### config.mk
export PLATFORM = sky130hd
export DESIGN_NAME = instr_fetch
export DESIGN_NICKNAME = d
export VERILOG_FILES = /design/src/rtl/cpu31_pkg.sv /design/src/rtl/fetch_pc.sv /design/src/rtl/instr_fetch.sv
export SDC_FILE = /design/constraint.sdc
export NUM_CORES = 1
export LEC_CHECK = 0
export ABC_AREA = 1
export CAP_MARGIN = 10
export CORE_MARGIN = 3
export CORE_UTILIZATION = 25
export CTS_BUF_LIST = sky130_fd_sc_hd__clkbuf_4 sky130_fd_sc_hd__clkbuf_8
export DETAILED_ROUTE_END_ITERATION = 7
export GPL_TIMING_DRIVEN = 0
export PLACE_DENSITY = 0.52
export SLEW_MARGIN = 20
export SYNTH_ARGS = -nofsm -noshare
export SYNTH_HDL_FRONTEND = slang
export SYNTH_HIERARCHICAL = 1
export SYNTH_SLANG_ARGS = --single-unit
### constraint.sdc
create_clock -name clk -period 3.55 [get_ports clk]
set_input_delay 0.71 -clock clk [delete_from_list [all_inputs] [get_ports clk]]
set_output_delay 0.71 -clock clk [all_outputs]
set_load 0.05 [all_outputs]
### src/rtl/cpu31_pkg.sv
// Shared CPU31 types and constants for the fetch stage.
// Holds the fetch FSM state encoding, word width and default reset PC.
package cpu31_pkg;

  localparam int INSTR_W = 32;

  localparam logic [INSTR_W-1:0] RESET_PC_DEF = 32'h0040_0000;

  typedef enum logic [1:0] {
    S_IDLE,
    S_REQ,
    S_WAIT,
    S_HOLD
  } fetch_state_t;

endpackage

### src/rtl/fetch_pc.sv
// Fetch program counter: reset load, +4 step and word-aligned redirect.
// Ports: clk_i, rst_i, inc_i, load_i, load_pc_i[31:0] -> pc_o[31:0].
module fetch_pc
  import cpu31_pkg::*;
#(
  parameter logic [INSTR_W-1:0] RESET_PC = RESET_PC_DEF
) (
  input  logic               clk_i,
  input  logic               rst_i,
  input  logic               inc_i,
  input  logic               load_i,
  input  logic [INSTR_W-1:0] load_pc_i,
  output logic [INSTR_W-1:0] pc_o
);

  localparam logic [INSTR_W-1:0] ALIGN =
    {{(INSTR_W-2){1'b1}}, 2'b00};

  logic [INSTR_W-1:0] pc_q;
  logic [INSTR_W-1:0] pc_d;

  // Redirect wins over increment; increment wraps mod 2^32.
  always_comb begin
    pc_d = pc_q;
    if (load_i) begin
      pc_d = load_pc_i & ALIGN;
    end else if (inc_i) begin
      pc_d = pc_q + INSTR_W'(4);
    end
  end

  always_ff @(posedge clk_i or posedge rst_i) begin
    if (rst_i) begin
      pc_q <= RESET_PC;
    end else begin
      pc_q <= pc_d;
    end
  end

  assign pc_o = pc_q;

endmodule

### src/rtl/instr_fetch.sv
// CPU31 instruction fetch stage: one outstanding imem read, output
// register to decode, redirect squash. Optional INSTR_FETCH_MISALIGN_EN
// halts on misaligned redirect and raises sticky misalign_err.
// Ports: clk, rst, imem_req/addr/gnt/rvalid/rdata, instr_valid/code/pc,
// instr_ready, redirect_valid/pc, misalign_err.
module instr_fetch
  import cpu31_pkg::*;
#(
  parameter logic [INSTR_W-1:0] RESET_PC = RESET_PC_DEF
) (
  input  logic               clk,
  input  logic               rst,
  output logic               imem_req,
  output logic [INSTR_W-1:0] imem_addr,
  input  logic               imem_gnt,
  input  logic               imem_rvalid,
  input  logic [INSTR_W-1:0] imem_rdata,
  output logic               instr_valid,
  output logic [INSTR_W-1:0] instr_code,
  output logic [INSTR_W-1:0] instr_pc,
  input  logic               instr_ready,
  input  logic               redirect_valid,
  input  logic [INSTR_W-1:0] redirect_pc,
  output logic               misalign_err
);

  fetch_state_t state_q, state_d;
  logic disc_q, disc_d;
  logic pc_inc, pc_ld, cap, clr;
  logic halt;
  logic [INSTR_W-1:0] pc;

  logic               valid_q;
  logic [INSTR_W-1:0] code_q;
  logic [INSTR_W-1:0] ipc_q;

`ifdef INSTR_FETCH_MISALIGN_EN
  logic mis_q, mis_d;
  logic mis_hit;

  assign mis_hit = redirect_valid &&
                   (state_q != S_IDLE) &&
                   (redirect_pc[1:0] != 2'b00);

  always_ff @(posedge clk or posedge rst) begin
    if (rst) begin
      mis_q <= 1'b0;
    end else begin
      mis_q <= mis_d;
    end
  end

  assign mis_d        = mis_q | mis_hit;
  assign halt         = mis_q;
  assign misalign_err = mis_q;
`else
  assign halt         = 1'b0;
  assign misalign_err = 1'b0;
`endif

  fetch_pc #(
    .RESET_PC (RESET_PC)
  ) u_pc (
    .clk_i     (clk),
    .rst_i     (rst),
    .inc_i     (pc_inc),
    .load_i    (pc_ld),
    .load_pc_i (redirect_pc),
    .pc_o      (pc)
  );

  always_ff @(posedge clk or posedge rst) begin
    if (rst) begin
      state_q <= S_IDLE;
      disc_q  <= 1'b0;
    end else begin
      state_q <= state_d;
      disc_q  <= disc_d;
    end
  end

  always_comb begin
    state_d = state_q;
    disc_d  = disc_q;
    pc_inc  = 1'b0;
    pc_ld   = 1'b0;
    cap     = 1'b0;
    clr     = 1'b0;
    unique case (state_q)
      S_IDLE: begin
        if (!halt) state_d = S_REQ;
      end
      S_REQ: begin
        if (imem_gnt) state_d = S_WAIT;
        if (redirect_valid) pc_ld = 1'b1;
        // A grant taken together with a redirect is stale.
        disc_d = redirect_valid && imem_gnt;
      end
      S_WAIT: begin
        if (redirect_valid) pc_ld = 1'b1;
        if (imem_rvalid) begin
          disc_d = 1'b0;
          if (disc_q || redirect_valid) begin
            state_d = S_REQ;
          end else begin
            cap     = 1'b1;
            pc_inc  = 1'b1;
            state_d = S_HOLD;
          end
        end else if (redirect_valid) begin
          disc_d = 1'b1;
        end
      end
      S_HOLD: begin
        if (redirect_valid) begin
          pc_ld   = 1'b1;
          clr     = 1'b1;
          state_d = S_REQ;
        end else if (instr_ready) begin
          clr     = 1'b1;
          state_d = S_REQ;
        end
      end
    endcase
`ifdef INSTR_FETCH_MISALIGN_EN
    // Park in idle until reset; any reply in flight is ignored there.
    if (mis_hit) begin
      state_d = S_IDLE;
      disc_d  = 1'b0;
      cap     = 1'b0;
      pc_inc  = 1'b0;
      clr     = 1'b1;
    end
`endif
  end

  always_comb begin
    imem_req = (state_q == S_REQ);
  end

  always_ff @(posedge clk or posedge rst) begin
    if (rst) begin
      valid_q <= 1'b0;
      code_q  <= '0;
      ipc_q   <= '0;
    end else if (cap) begin
      valid_q <= 1'b1;
      code_q  <= imem_rdata;
      ipc_q   <= pc;
    end else if (clr) begin
      valid_q <= 1'b0;
    end
  end

  assign imem_addr   = pc;
  assign instr_valid = valid_q;
  assign instr_code  = code_q;
  assign instr_pc    = ipc_q;

endmodule

==> flow_summary.json <==
{
  "yosys.area.top_type_share_pct": 49.6,
  "whs_ps": 483,
  "drt_first_pass_iters": 4,
  "p_leak_nw": 3.29,
  "rsz0062_at_grt": "no",
  "clk_pin_slew_ps": 100,
  "clock_skew_ps": 12.5,
  "die_w_um": 146,
  "synth_seq_area_share_pct": 50.2,
  "drv_slew": 0,
  "die-area_mm2": 0.0213,
  "cts_sinks": 98,
  "ctsHtreeMaxLevel": 3,
  "row_count": 50,
  "slowest_stage": "clkdlybuf4s50_1",
  "synth_cell_type_count": 27,
  "grt_pass1_wl_um": 25000,
  "io_buffers": 163,
  "hold_violations": 0,
  "reg2reg_depth": 9,
  "max_cap_viol_count": 0,
  "ios": 169,
  "synth_area_mm2": 0.00489,
  "crit_required_ps": 2840,
  "max-vdd-ir-drop_mv": 0.314,
  "worst-slew-pin-transition_ps": 691,
  "synth-seq-cells": 98,
  "start_util_pct": 25.8,
  "cts_tree": "built",
  "powerDensity_mw_per_mm2": 982,
  "worst_ep_arrival_time_ps": 1960,
  "cts-root-buf": "clkbuf_8",
  "tns_ps": 0,
  "wl_per_cell_um": 14.5,
  "synthFlopType": "dfrtp_1",
  "grt_max_degree": 52,
  "vias": 4468,
  "fin_crit_sh_pct": 75.2,
  "yosysMostFrequentCell": "nand2_1",
  "nets": 876,
  "post_cts_buffers": 0,
  "layout.cells.non_filler": 1064,
  "antenna_left": 0,
  "holdPathStages": 2,
  "multi_input_area_mm2": 0.00215,
  "critPathLaunchType": "flop",
  "yosys.area.top_type": "dfrtp_1",
  "yosysWarningCount": 6,
  "dp_cells": 1048,
  "seq_area_mm2": 0.00245,
  "period_needed_ps": 2670,
  "cpPeakStageDelay_ps": 820,
  "final_core_util_pct": 37.2,
  "relSlewSlack_pct": 53.9,
  "area_growth_pct": 44.3,
  "die_h_um": 146,
  "globalRouteOverflowTotal": 0,
  "crit_buf_inv": 2,
  "antenna_found_initial": 0,
  "hpwlAfterDp_um": 11400,
  "yosys-top-cells-area": "dfrtp_1, nand2_1, nand3_1, a22oi_1, inv_1",
  "max_freq_ghz": 0.374,
  "syn_inst": 623,
  "core_mm2": 0.0190,
  "crit_chain": "inv_1, ha_1, clkdlybuf4s50_1",
  "cts.repair.resized": 0,
  "status": "completed",
  "criticalPathCategory": "flop to output pin",
  "routed_wirelength_um": 15400,
  "yosys-top-cells-count": "nand2_1, dfrtp_1, nand3_1",
  "diodes": 0,
  "drtIter0Drc": 227,
  "track_usage_pct": 14.6,
  "grt_pass1_vias": 4546,
  "end_kind": "output pin",
  "clockBufferDepth": 2,
  "cts_buffers": 9,
  "crit_fanout": 5,
  "syn_area_per_cell_um2": 7.85,
  "fill_cells": 2022,
  "cts_hold_buf": 0,
  "async_flop_share_pct": 100,
  "layout-drive-gt1-share_pct": 8.21,
  "synth-edff-count": 0,
  "hold_class": "flop to flop",
  "routed_via_density": 4.20,
  "setup_violations": 0,
  "cpLargestDelayFamily": "buffers and inverters",
  "drc": 0,
  "gp_congestion": 0.808,
  "cp.depth": 3,
  "clock_latency_ps": 370
}
-- where the power goes --
group / total [W] / internal, W / switching (W)
Clock: 0.000689 / 0.000279 / 0.000410
Sequential: 0.00217 / 0.00163 / 0.000531
Combinational: 0.00407 / 0.00133 / 0.00275
Total: 0.00693 / 0.00324 / 0.00369
-- per-stage QoR --
step           instance area (µm²)  setup slack (ps)  power [W]
3_5_place_dp                  6880               502    0.00630
5_1_grt                       7060               718    0.00736
4_1_cts                       7060               834    0.00703
2_1_floorplan                 4900              1130    0.00477
3_3_place_gp                  6850              -338    0.00626
6_report                      7060               879    0.00693
-- tightest hold or removal path: stages, from the launching register on --
cell and delay (ps):
dfrtp_1 350, nand2_1 50, nand2_1 50
-- final cells by class --
| type | count | area share, % |
|---|---|---|
| inverter | 35 | 1.90 |
| sequential | 98 | 34.8 |
| clock inverter | 5 | 0.425 |
| clock buffer | 11 | 2.06 |
| multi-input combinational | 467 | 30.4 |
| timing repair buffer | 164 | 23.5 |
| buffer | 24 | 2.30 |
| tap | 260 | 4.61 |
-- state kept, by name (all words and copies together), names as in the netlist --
signal	flops
state_q	2
instr_code	32
u_pc/pc_o	30
disc_q	1
instr_valid	1
instr_pc	32
-- logic make-up (layout without fill, tap and decap cells) --
logic type / Yosys count / count (layout) / synth area share (%)
other: 2 / 3 / 0.154
xor gates and xnor gates: 6 / 6 / 1.07
AOI/OAI and AO/OA: 44 / 44 / 5.93
DFF: 98 / 98 / 50.2
and+or+nand+nor: 407 / 407 / 34.9
buffers and inverters: 59 / 239 / 6.01
adders and majority gates: 7 / 7 / 1.79
-- metal layers --
metal / vias up / global-route usage (%) / routed length [µm] / part of all wire, %
li1: 2295 / - / - / -
met1: 2036 / 19.9 / 7390 / 48
met2: 126 / 23.2 / 6970 / 45
met3: 11 / 3.36 / 862 / 5.6
met4: 0 / 4.27 / 185 / 1.2
met5: - / 0 / 0 / 0
-- cell usage in the layout, fill, tap and decap left out, drive strengths merged, types with 4 or more instances in the layout --
| cell type | netlist | routed |
|---|---|---|
| nand2 | 316 | 316 |
| clkdlybuf4s50 | 0 | 163 |
| dfrtp | 97 | 97 |
| nor2 | 46 | 46 |
| nand3 | 39 | 39 |
| inv | 35 | 35 |
| a22oi | 21 | 21 |
| buf | 20 | 21 |
| clkbuf | 4 | 15 |
| o21ai | 14 | 14 |
| ha | 7 | 7 |
| xor2 | 6 | 6 |
| o21bai | 4 | 4 |
| and2 | 4 | 4 |
-- path summary, 6_finish.rpt --
path / start / to / slack, ps
setup / recovery: state_q[1] / imem_req / 880
hold / removal: instr_code[2] / instr_code[2] / 480
setup reg to reg: state_q[0] / u_pc/pc_o[24] / 1080
hold reg to reg: instr_code[2] / instr_code[2] / 480
max in group asynchronous: rst / u_pc/pc_o[28] / 2260
min in group asynchronous: rst / instr_valid / 670
Power figures use the tool's default switching activity.
